$ cat src/rtl/tt_sweep_pkg.sv
// Shared types and width helpers for the truth-table sweeper.
package tt_sweep_pkg;

    typedef enum logic [1:0] {
        IDLE  = 2'd0,
        DRIVE = 2'd1,
        DONE  = 2'd2
    } sweep_state_t;

    // Bits needed to hold values 0..value-1, never less than one bit.
    function automatic int unsigned safe_clog2(input int unsigned value);
        int unsigned width;
        width = 1;
        while ((32'd1 << width) < value) begin
            width++;
        end
        return width;
    endfunction

    // Width of the per-vector hold counter for a given hold length.
    function automatic int unsigned hold_width(input int unsigned hold_cycles);
        return safe_clog2(hold_cycles);
    endfunction

endpackage

$ cat src/rtl/tt_sweep_ctr.sv
// Nested hold/index counter: the hold count runs 0..HOLD_CYCLES-1 per vector,
// the vector index advances on each hold rollover and saturates at the last vector.
module tt_sweep_ctr
    import tt_sweep_pkg::*;
#(
    parameter int N_IN        = 3,
    parameter int HOLD_CYCLES = 5
) (
    input  logic            clk,
    input  logic            rst,
    input  logic            clear_i,
    input  logic            enable_i,
    output logic [N_IN-1:0] idx_o,
    output logic            last_sample_o,
    output logic            last_vector_o
);

    localparam int              HW        = int'(hold_width(HOLD_CYCLES));
    localparam logic [HW-1:0]   HOLD_LAST = HW'(HOLD_CYCLES - 1);
    localparam logic [N_IN-1:0] IDX_LAST  = {N_IN{1'b1}};

    logic [HW-1:0]   hold_q, hold_d;
    logic [N_IN-1:0] idx_q, idx_d;

    // Next-state: clear dominates; index never wraps past the last vector.
    always_comb begin
        hold_d = hold_q;
        idx_d  = idx_q;
        if (clear_i) begin
            hold_d = '0;
            idx_d  = '0;
        end else if (enable_i) begin
            if (hold_q == HOLD_LAST) begin
                hold_d = '0;
                if (idx_q != IDX_LAST) begin
                    idx_d = idx_q + 1'b1;
                end
            end else begin
                hold_d = hold_q + 1'b1;
            end
        end
    end

    // Counter state registers.
    always_ff @(posedge clk) begin
        if (rst) begin
            hold_q <= '0;
            idx_q  <= '0;
        end else begin
            hold_q <= hold_d;
            idx_q  <= idx_d;
        end
    end

    assign idx_o         = idx_q;
    assign last_sample_o = (hold_q == HOLD_LAST);
    assign last_vector_o = (idx_q == IDX_LAST);

endmodule

$ cat src/rtl/truth_table_sweeper.sv
// Exhaustive stimulus engine: walks every input vector, samples the DUT output
// once per vector and scores it against the EXPECTED truth table.
module truth_table_sweeper
    import tt_sweep_pkg::*;
#(
    parameter int                    N_IN        = 3,
    parameter int                    HOLD_CYCLES = 5,
    parameter logic [(2**N_IN)-1:0]  EXPECTED    = 8'b1110_1000,
    parameter int                    LOOP        = 0
) (
    input  logic            clk,
    input  logic            rst,
    input  logic            start,
    input  logic            abort,
    input  logic            dut_out,
    output logic [N_IN-1:0] dut_in,
    output logic            busy,
    output logic            done,
    output logic            pass,
    output logic [N_IN:0]   mismatch_cnt,
    output logic [N_IN-1:0] first_fail_idx,
    output logic            first_fail_vld
);

    sweep_state_t    state_q;
    logic [N_IN-1:0] dut_in_q;
    logic            busy_q;
    logic            done_q;
    logic            pass_q;
    logic [N_IN:0]   mismatch_cnt_q;
    logic [N_IN-1:0] first_fail_idx_q;
    logic            first_fail_vld_q;

    logic [N_IN-1:0] ctr_idx;
    logic            ctr_last_sample;
    logic            ctr_last_vector;
    logic            ctr_clear;
    logic            ctr_en;
    logic            start_fire;
    logic            sample_mis;

    // A sweep (re)starts from IDLE on start, or from DONE on start or auto-loop;
    // abort always takes priority.
    always_comb begin
        start_fire = 1'b0;
        if (!abort) begin
            if (state_q == IDLE) begin
                start_fire = start;
            end else if (state_q == DONE) begin
                start_fire = start || (LOOP != 0);
            end
        end
        ctr_clear  = start_fire || abort;
        ctr_en     = (state_q == DRIVE) && !abort;
        sample_mis = (dut_out != EXPECTED[ctr_idx]);
    end

    tt_sweep_ctr #(
        .N_IN        (N_IN),
        .HOLD_CYCLES (HOLD_CYCLES)
    ) u_ctr (
        .clk           (clk),
        .rst           (rst),
        .clear_i       (ctr_clear),
        .enable_i      (ctr_en),
        .idx_o         (ctr_idx),
        .last_sample_o (ctr_last_sample),
        .last_vector_o (ctr_last_vector)
    );

    // Sweep FSM with registered stimulus and result outputs.
    always_ff @(posedge clk) begin
        if (rst) begin
            state_q          <= IDLE;
            dut_in_q         <= '0;
            busy_q           <= 1'b0;
            done_q           <= 1'b0;
            pass_q           <= 1'b0;
            mismatch_cnt_q   <= '0;
            first_fail_idx_q <= '0;
            first_fail_vld_q <= 1'b0;
        end else begin
            done_q <= 1'b0;
            if (abort) begin
                // Partial count and first-fail info are deliberately kept.
                state_q  <= IDLE;
                dut_in_q <= '0;
                busy_q   <= 1'b0;
                pass_q   <= 1'b0;
            end else if (start_fire) begin
                state_q          <= DRIVE;
                dut_in_q         <= '0;
                busy_q           <= 1'b1;
                pass_q           <= 1'b0;
                mismatch_cnt_q   <= '0;
                first_fail_vld_q <= 1'b0;
            end else if (state_q == DRIVE && ctr_last_sample) begin
                if (sample_mis) begin
                    mismatch_cnt_q <= mismatch_cnt_q + 1'b1;
                    if (!first_fail_vld_q) begin
                        first_fail_idx_q <= ctr_idx;
                        first_fail_vld_q <= 1'b1;
                    end
                end
                if (!ctr_last_vector) begin
                    dut_in_q <= ctr_idx + 1'b1;
                end else begin
                    state_q  <= DONE;
                    dut_in_q <= '0;
                    busy_q   <= 1'b0;
                    done_q   <= 1'b1;
                    // Final verdict includes the mismatch scored on this edge.
                    pass_q   <= (mismatch_cnt_q == '0) && !sample_mis;
                end
            end
        end
    end

    assign dut_in         = dut_in_q;
    assign busy           = busy_q;
    assign done           = done_q;
    assign pass           = pass_q;
    assign mismatch_cnt   = mismatch_cnt_q;
    assign first_fail_idx = first_fail_idx_q;
    assign first_fail_vld = first_fail_vld_q;

endmodule

$ cat config.mk
export PLATFORM = sky130hd
export DESIGN_NAME = truth_table_sweeper
export DESIGN_NICKNAME = d
export VERILOG_FILES = /design/src/rtl/tt_sweep_pkg.sv /design/src/rtl/tt_sweep_ctr.sv /design/src/rtl/truth_table_sweeper.sv
export SDC_FILE = /design/constraint.sdc
export NUM_CORES = 1
export LEC_CHECK = 0
export BUFFER_PORTS_ARGS = -buffer_cell sky130_fd_sc_hd__buf_4
export CAP_MARGIN = 20
export CORE_MARGIN = 3
export CORE_UTILIZATION = 38
export CTS_CLUSTER_DIAMETER = 120
export DETAILED_ROUTE_END_ITERATION = 7
export PLACE_DENSITY = 0.63
export SLEW_MARGIN = 20
export SYNTH_ARGS = -nofsm -noshare
export SYNTH_HDL_FRONTEND = slang
export SYNTH_SLANG_ARGS = --single-unit
$ cat constraint.sdc
create_clock -name clk -period 1.6 [get_ports clk]
set_input_delay 0.08 -clock clk [delete_from_list [all_inputs] [get_ports clk]]
set_output_delay 0.08 -clock clk [all_outputs]
set_load 0.005 [all_outputs]
==> results.yml, run 1 <==
logic_synthesis:
  syn-num-nets: 121
  ys_seq_elements: 22
  netlist.area_leader.share_pct: 42.6
  ys_types: 31
  synthesis.area_um2: 1030
  avgSynthCellArea_um2: 9.41
  postSynthCellCount: 110
  yosysWarnings: 0
  ys_top_cells_by_area: "dfxtp_1, nor2_1, ha_1, mux2i_1, xnor2_1"
  yosysSeqAreaShare_pct: 42.6
  yosys.area.top_type: "dfxtp_1"
worst_setup_path:
  critPathLaunchType: "flip-flop"
  cp.required_ns: 1.84
  crit_path_start: "u_ctr.hold_q[1]"
  path_buf_inv: 1
  cp_cell_sequence: "inv_2, ha_4, nand4b_4, nor3_4, nor3b_4, mux2i_1"
  reg2reg_setup_slack_ns: 0.09
  worstSetupPathType: "flip-flop to flip-flop"
  r2r_cells: 6
  cp-end-kind: "flip-flop"
  cp_max_fo: 4
  r2r_end: "first_fail_idx[1]"
  crit_arrival_ns: 1.75
  crit_family: "simple AND/OR/NAND/NOR gates"
  critical-path-max-stage-delay_ns: 0.35
  r2r_start: "u_ctr.hold_q[1]"
  critPathSlowestCell: "dfxtp_2"
die:
  die_h_um: 58.2
  die_area_um2: 3380
  dieWidth_um: 58.2
  core_um2: 2520
  num_rows: 18
  start_util_pct: 41.0
  io_pins: 19
placement:
  io_buffers: 18
  routabilityCongestion: 0.845
  pre_cts_ws_ns: -0.0246
  dpl.hpwl_um: 1570
  dp.cells: 163
  placed_area_um2: 1250
drt:
  drt_iter0_drc: 5
  routedWlPerCell_um: 12.0
  detail-route-antenna-nets: 0
  drt_wl_total_um: 2020
  route.detailed.drc: 0
  first_pass_iters: 4
  num_vias: 814
  viasPerCell: 4.82
grt:
  grt_pass1_vias: 754
  gr-total-overflow: 0
  grt_util_all_layers_pct: 13.1
  grt_max_degree: 14
  grt_pass1_wl_um: 3360
  grt_antenna_before_repair: 0
cts:
  cts_max_level: 1
  clkLatencyLatePin_ns: 0.31
  cts_tree: "done"
  clockRootBuffer: "clkbuf_4"
  clock_sinks: 22
  clk_pin_slew_ns: 0.12
  cts_buffers: 3
  clock_path_buffers: 2
timing:
  slew_headroom_pct: 64.5
  fin_crit_sh_pct: 94.6
  worst_slack_ns: 0.0859
  fmax_ghz: 0.660
  setup_viol: 0
  tightest_slew_ns: 0.529
  fin_worst_skew_ns: 0.00965
  slew_violations: 0
  fin_tns_setup_ns: 0
  post-route-min-period_ns: 1.51
  rsz0062_at_grt: "true"
  hold_violations: 0
finish:
  fillCellCount: 244
  final_cell_mix: "buf_4, nor2_1, dfxtp_1"
  area_delta_synth_final_pct: 27.9
  final_cells: 169
  utilization_pct: 52.5
  stdcell_area_um2: 1320
  final_nets: 151
  antennaDiodeCount: 0
  final_common_cell: "buf_4"
  drive_above_1_share_pct: 30.2
worst_hold_path:
  hp-start: "rst"
  hold_class: "primary input to flip-flop"
  whs_path_depth: 3
  min_to: "first_fail_idx[2]"
power_and_ir_drop:
  ir_drop_v: 0.000514
  p_leak_nw: 0.535
  powerDensity_nw_per_um2: 680
run_status:
  outcome: "completed"
flow_run:
  drv_cap: 0
metrics by stage:
| step | total power [mW] | hold WS [ns] |
|---|---|---|
| 3_5_place_dp | 0.604 | 0.326 |
| 5_1_grt | 0.944 | 0.0893 |
| 4_1_cts | 0.912 | 0.0875 |
| 3_3_place_gp | 0.604 | 0.316 |
| 2_1_floorplan | 0.583 | 0.218 |
| 6_report | 0.900 | 0.0959 |
flip-flops by register name (all words and copies together), names as in the netlist, named ones only:
signal	cells
mismatch_cnt	4
dut_in	3
first_fail_idx	3
u_ctr.hold_q	3
u_ctr.idx_o	3
state_q	2
done	1
first_fail_vld	1
pass	1
synth_stat cells:
cell and n:
inv_1 6, nand4_1 1, nand3_1 1, nand2b_1 7
or3_1 1, nor3b_2 1, nor2_1 21, nor4b_1 1
ha_1 6, nor3_1 3, clkbuf_1 1, a21oi_1 4
nand4b_4 1, and3_4 1, o211a_1 1, or2_2 1
nor3_4 1, dfxtp_1 22, a31oi_1 1, and4b_1 1
nor4_1 1, xor2_1 1, and3_1 1, mux2i_1 6
buf_2 1, o21ai_0 1, nor3b_4 1, nand2_1 8
maj3_1 1, nor3_2 1, xnor2_1 6
per-layer routing:
metal  global-route usage (%)  routed length (um)
met3                     4.90                 127
met4                     4.64                  19
met2                     20.6                 965
met5                        0                   0
met1                     16.3                 911
kinds of logic (layout without fill, tap and decap cells):
group	Yosys count	in the layout	synth area share, %
XOR/XNOR	7	7	5.93
AND/OR/NAND/NOR	53	53	30.5
adder cells (fa/ha/maj)	7	7	8.22
buffers and inverters	8	37	3.02
AO/OA/AOI/OAI	7	7	3.99
multiplexers	6	6	5.80
flip-flops	22	22	42.6
worst max path at each step:
stage                                   end  slack [ns]  cells after the start
final                     first_fail_idx[1]        0.09                      6
after global routing      first_fail_idx[1]       -0.05                      6
after CTS                         flip-flop      0.0002                      5
after detailed placement  first_fail_idx[1]       -0.02                      6
after global placement       u_ctr.idx_o[1]        0.04                      6
after floorplan                   flip-flop        0.04                      6
layout make-up:
| type | count | area (um^2) | share of cell area (%) |
|---|---|---|---|
| timing repair buffer | 27 | 205 | 15.5 |
| inverter | 6 | 22.5 | 1.70 |
| tap | 30 | 37.5 | 2.84 |
| sequential | 22 | 442 | 33.4 |
| multi-input combinational | 80 | 581 | 43.9 |
| clock buffer | 4 | 36.3 | 2.74 |
power by group:
group	switching [mW]	total (mW)	internal, mW	leakage (nW)
registers	0.00157	0.551	0.549	0.178
logic	0.0239	0.0436	0.0197	0.337
clock network	0.167	0.306	0.139	0.0210
worst reg2reg max path, stage by stage (launching register included):
cell      delay, ns
dfxtp_2        0.35
inv_2          0.07
ha_4           0.15
nand4b_4       0.13
nor3_4         0.21
nor3b_4        0.31
mux2i_1        0.22
what timing repair did:
item                                    4_1_cts  5_1_grt
endpoints found under the setup margin        7        7
cloned                                        0        0
endpoints found under the hold margin         1        0
buffers inserted                              0        1
resized for setup                             4        2
pin swaps                                     1        1
hold buffers                                  1        0
Power figures use the tool's default switching activity.
==> run 2, diff against run 1 <==
--- a/config.mk
+++ b/config.mk
@@ -7,11 +7,12 @@
 export LEC_CHECK = 0
 export BUFFER_PORTS_ARGS = -buffer_cell sky130_fd_sc_hd__buf_4
 export CAP_MARGIN = 20
-export CORE_MARGIN = 3
+export CORE_MARGIN = 4
 export CORE_UTILIZATION = 38
 export CTS_CLUSTER_DIAMETER = 120
 export DETAILED_ROUTE_END_ITERATION = 7
 export PLACE_DENSITY = 0.63
+export SETUP_SLACK_MARGIN = 0.15
 export SLEW_MARGIN = 20
 export SYNTH_ARGS = -nofsm -noshare
 export SYNTH_HDL_FRONTEND = slang
==> results.yml, run 2 (synthesized netlist as in run 1, its figures left out) <==
run_status:
  outcome: "completed"
grt:
  gr-total-overflow: 0
  grt_pass1_wl_um: 3780
  grt_util_all_layers_pct: 13.6
  grt_max_degree: 14
  grt_pass1_vias: 851
  grt_antenna_before_repair: 0
worst_setup_path:
  cp-end-kind: "flip-flop"
  critPathLaunchType: "flip-flop"
  crit_arrival_ns: 1.70
  cp_cell_sequence: "inv_2, ha_4, nand4b_4, or3_4, mux2i_1, nor2_1"
  r2r_cells: 6
  path_buf_inv: 1
  crit_cells: 6
  critical-path-max-stage-delay_ns: 0.47
  cp.required_ns: 1.80
  cp_max_fo: 5
  crit_family: "simple AND/OR/NAND/NOR gates"
  critPathSlowestCell: "or3_4"
  worstSetupPathType: "flip-flop to flip-flop"
drt:
  detail-route-antenna-nets: 0
  first_pass_iters: 2
  drt_wl_total_um: 2130
  num_vias: 842
  drt_iter0_drc: 26
  viasPerCell: 4.95
  routedWlPerCell_um: 12.5
  route.detailed.drc: 0
placement:
  placed_area_um2: 1230
  dpl.hpwl_um: 1560
  pre_cts_ws_ns: 0.0259
  io_buffers: 18
  routabilityCongestion: 0.783
timing:
  setup_viol: 0
  tightest_slew_ns: 0.525
  slew_headroom_pct: 64.8
  fin_tns_setup_ns: 0
  hold_slack_ns: 0.0743
  hold_violations: 0
  fin_crit_sh_pct: 93.7
  fin_worst_skew_ns: 0.00631
  fmax_ghz: 0.667
  post-route-min-period_ns: 1.50
  rsz0062_at_grt: "true"
  slew_violations: 0
  worst_slack_ns: 0.101
die:
  io_pins: 19
  num_rows: 18
  die_h_um: 60.2
  die_area_um2: 3620
  dieWidth_um: 60.2
  start_util_pct: 40.7
  core_um2: 2540
cts:
  clockRootBuffer: "clkbuf_4"
  clkLatencyLatePin_ns: 0.31
  cts_buffers: 3
  clock_sinks: 22
  cts_tree: "done"
  clk_pin_slew_ns: 0.13
  cts_max_level: 1
  clock_path_buffers: 2
finish:
  area_delta_synth_final_pct: 35.2
  stdcell_area_um2: 1400
  final_common_cell: "buf_4"
  final_cell_mix: "buf_4, nor2_1, dfxtp_1"
  final_nets: 152
  largest_reg_flops: 4
  drive_above_1_share_pct: 38.6
  antennaDiodeCount: 0
flow_run:
  drv_cap: 0
power_and_ir_drop:
  ir_drop_v: 0.000380
  powerDensity_nw_per_um2: 648
  p_leak_nw: 0.538
  power_uw: 907
worst_hold_path:
  hold_class: "primary input to flip-flop"
  whs_path_depth: 3
-- run 2: cell types whose count changed in the layout (fill, tap and decap cells not counted), sizes merged --
cell,delta
buf,+1
-- run 2: per-stage QoR --
| step | util, % | instances |
|---|---|---|
| floorplan | - | 110 |
| global placement | 48.5 | 158 |
| detailed placement | 48.5 | 158 |
| CTS | 53.2 | 168 |
| global route | 55.0 | 170 |
| finish | 55.0 | 170 |
-- run 2: area by class of cell --
cell class	count	area, um^2
sequential	22	447
fill	242	1150
inverter	6	22.5
tap	30	37.5
timing repair buffer	28	216
multi-input combinational	80	639
clock buffer	4	36.3
-- run 2: metal layers --
layer	share of wire, %	vias to the layer above	global-route usage, %
met4	0.80	0	4.75
met2	51	10	23.6
met1	45	403	16.2
li1	-	425	-
met3	3.4	4	3.24
met5	0	-	0
-- run 2: power by group --
group	leakage (nW)	total, mW	switching (mW)	internal [mW]
registers	0.179	0.550	0.00259	0.547
logic	0.338	0.0419	0.0234	0.0185
clock network	0.0210	0.315	0.176	0.139
-- run 2: final timing paths --
| kind | from | slack (ns) | end |
|---|---|---|---|
| max | u_ctr.hold_q[1] | 0.10 | u_ctr.idx_o[2] |
| min | rst | 0.07 | state_q[0] |
| max reg2reg | u_ctr.hold_q[1] | 0.10 | u_ctr.idx_o[2] |
| min reg2reg | pass | 0.47 | pass |
-- run 2: worst min-delay path, stage by stage --
cell     delay, ns
buf_4         0.11
nor2_1        0.05
o211a_1       0.11
-- run 2: timing repair --
| item | 4_1_cts | 5_1_grt |
|---|---|---|
| gates resized for setup | 5 | 7 |
| setup buffers | 5 | 2 |
| pin swaps | 6 | 6 |
| cloned | 0 | 0 |
| hold endpoints to repair | 1 | 0 |
| setup endpoints to repair | 8 | 10 |
| hold buffers | 1 | 0 |
==> run 3, diff against run 2 <==
--- a/config.mk
+++ b/config.mk
@@ -11,8 +11,7 @@
 export CORE_UTILIZATION = 38
 export CTS_CLUSTER_DIAMETER = 120
 export DETAILED_ROUTE_END_ITERATION = 7
-export PLACE_DENSITY = 0.63
-export SETUP_SLACK_MARGIN = 0.15
+export PLACE_DENSITY = 0.61
 export SLEW_MARGIN = 20
 export SYNTH_ARGS = -nofsm -noshare
 export SYNTH_HDL_FRONTEND = slang
==> constraint.sdc (replaced) <==
create_clock -name clk -period 1.9 [get_ports clk]
set_input_delay 0.095 -clock clk [delete_from_list [all_inputs] [get_ports clk]]
set_output_delay 0.095 -clock clk [all_outputs]
set_load 0.005 [all_outputs]
==> results.yml, run 3 (synthesized netlist as in run 1, its figures left out) <==
timing:
  slew_headroom_pct: 63.4
  fin_tns_setup_ns: 0
  post-route-min-period_ns: 1.72
  slew_violations: 0
  fin_worst_skew_ns: 0.00497
  fin_crit_sh_pct: 90.4
  fmax_ghz: 0.582
  setup_viol: 0
  hold_violations: 0
  tightest_slew_ns: 0.546
  rsz0062_at_grt: "false"
worst_setup_path:
  worstSetupPathType: "flip-flop to flip-flop"
  cp_cell_sequence: "inv_1, ha_1, nand4b_4, or3_1, and3_4, nor3_2"
  cp_max_fo: 9
  critical-path-max-stage-delay_ns: 0.47
  cp-end-kind: "flip-flop"
  critPathLaunchType: "flip-flop"
  cp.required_ns: 2.13
  critPathSlowestCell: "or3_1"
  crit_arrival_ns: 1.94
finish:
  fillCellCount: 254
  final_cell_mix: "dfxtp_1, nor2_1, buf_4"
  largest_reg_flops: 4
  antennaDiodeCount: 0
  drive_above_1_share_pct: 21.7
  final_nets: 142
  final_common_cell: "dfxtp_1"
  area_delta_synth_final_pct: 18.0
die:
  die_h_um: 60.2
  core_um2: 2540
  dieWidth_um: 60.2
  start_util_pct: 40.7
  num_rows: 18
  io_pins: 19
  die_area_um2: 3620
power_and_ir_drop:
  p_leak_nw: 0.478
  powerDensity_nw_per_um2: 574
  power_uw: 701
  ir_drop_v: 0.000395
placement:
  routabilityCongestion: 0.749
  dpl.hpwl_um: 1580
  io_buffers: 18
cts:
  cts_resized: 0
  clkLatencyLatePin_ns: 0.30
  cts_buffers: 3
  post-cts-setup-buffers: 0
  cts_tree: "done"
  cts_hold_buf: 0
  clk_pin_slew_ns: 0.12
  clock_path_buffers: 2
  clock_sinks: 22
  clockRootBuffer: "clkbuf_4"
  cts_max_level: 1
drt:
  detail-route-antenna-nets: 0
  route.detailed.drc: 0
  drt_iter0_drc: 18
  first_pass_iters: 4
  drt_wl_total_um: 1970
  routedWlPerCell_um: 12.4
  num_vias: 796
  viasPerCell: 5.01
worst_hold_path:
  hold_class: "primary input to flip-flop"
grt:
  grt_pass1_wl_um: 3420
  grt_max_degree: 14
  grt_antenna_before_repair: 0
  grt_pass1_vias: 783
  gr-total-overflow: 0
  grt_util_all_layers_pct: 12.5
flow_run:
  drv_cap: 0
run_status:
  outcome: "completed"
run 3: changes by cell type in the layout (fill, tap and decap cells not counted), sizes merged:
| cell | previous run | this run |
|---|---|---|
| clkbuf | 4 | 3 |
| dlygate4sd3 | 1 | 0 |
| buf | 27 | 18 |
run 3: layer usage:
metal  part of all wire [%]  GRT usage (%)  wire, um  vias to the layer above
met3                    4.1           3.89        81                        2
met5                      0              0         0                        -
li1                       -              -         -                      406
met2                     48           21.3       935                       10
met1                     47           15.2       932                      378
met4                   0.76           2.85        15                        0
run 3: cell type report:
type                       count  area [um^2]  share of cell area [%]
multi-input combinational     80          563                    46.1
sequential                    22          440                    36.1
timing repair buffer          18          135                    11.1
tap                           30         37.5                    3.07
clock buffer                   3         22.5                    1.84
inverter                       6         22.5                    1.84
run 3: worst max-delay path, delay by kind of cell, from the launching register on:
kind	cells	cell delay [ns]
buffers and inverters	1	0.06
flip-flops	1	0.35
adder cells (fa/ha/maj)	1	0.22
AND/OR/NAND/NOR	4	1.02
run 3: path summary, 6_finish.rpt:
path,start,endpoint,slack (ns),depth (start not counted)
worst max-delay path,u_ctr.hold_q[0],flip-flop,0.18,6
worst min-delay path,start,state_q[0],0.02,2
worst max register to register,u_ctr.hold_q[0],flip-flop,0.18,6
worst min register to register,pass,pass,0.47,2
run 3: where the power goes:
group / internal, mW / total, mW / switching, mW
Clock: 0.0738 / 0.205 / 0.131
Sequential: 0.462 / 0.464 / 0.00220
Combinational: 0.0135 / 0.0320 / 0.0185
Total: 0.550 / 0.701 / 0.151
run 3: per-stage QoR:
step                      hold WS, ns  area (um^2)  cells  setup slack [ns]  util (%)
after global placement          0.330         1200    156             0.197      47.1
after global routing          0.00961         1220    159            0.0680      48.0
after CTS                      0.0146         1220    159             0.152      48.0
after detailed placement        0.335         1200    156             0.180      47.1
after floorplan                 0.233         1030    110             0.339         -
final                          0.0230         1220    159             0.182      48.0
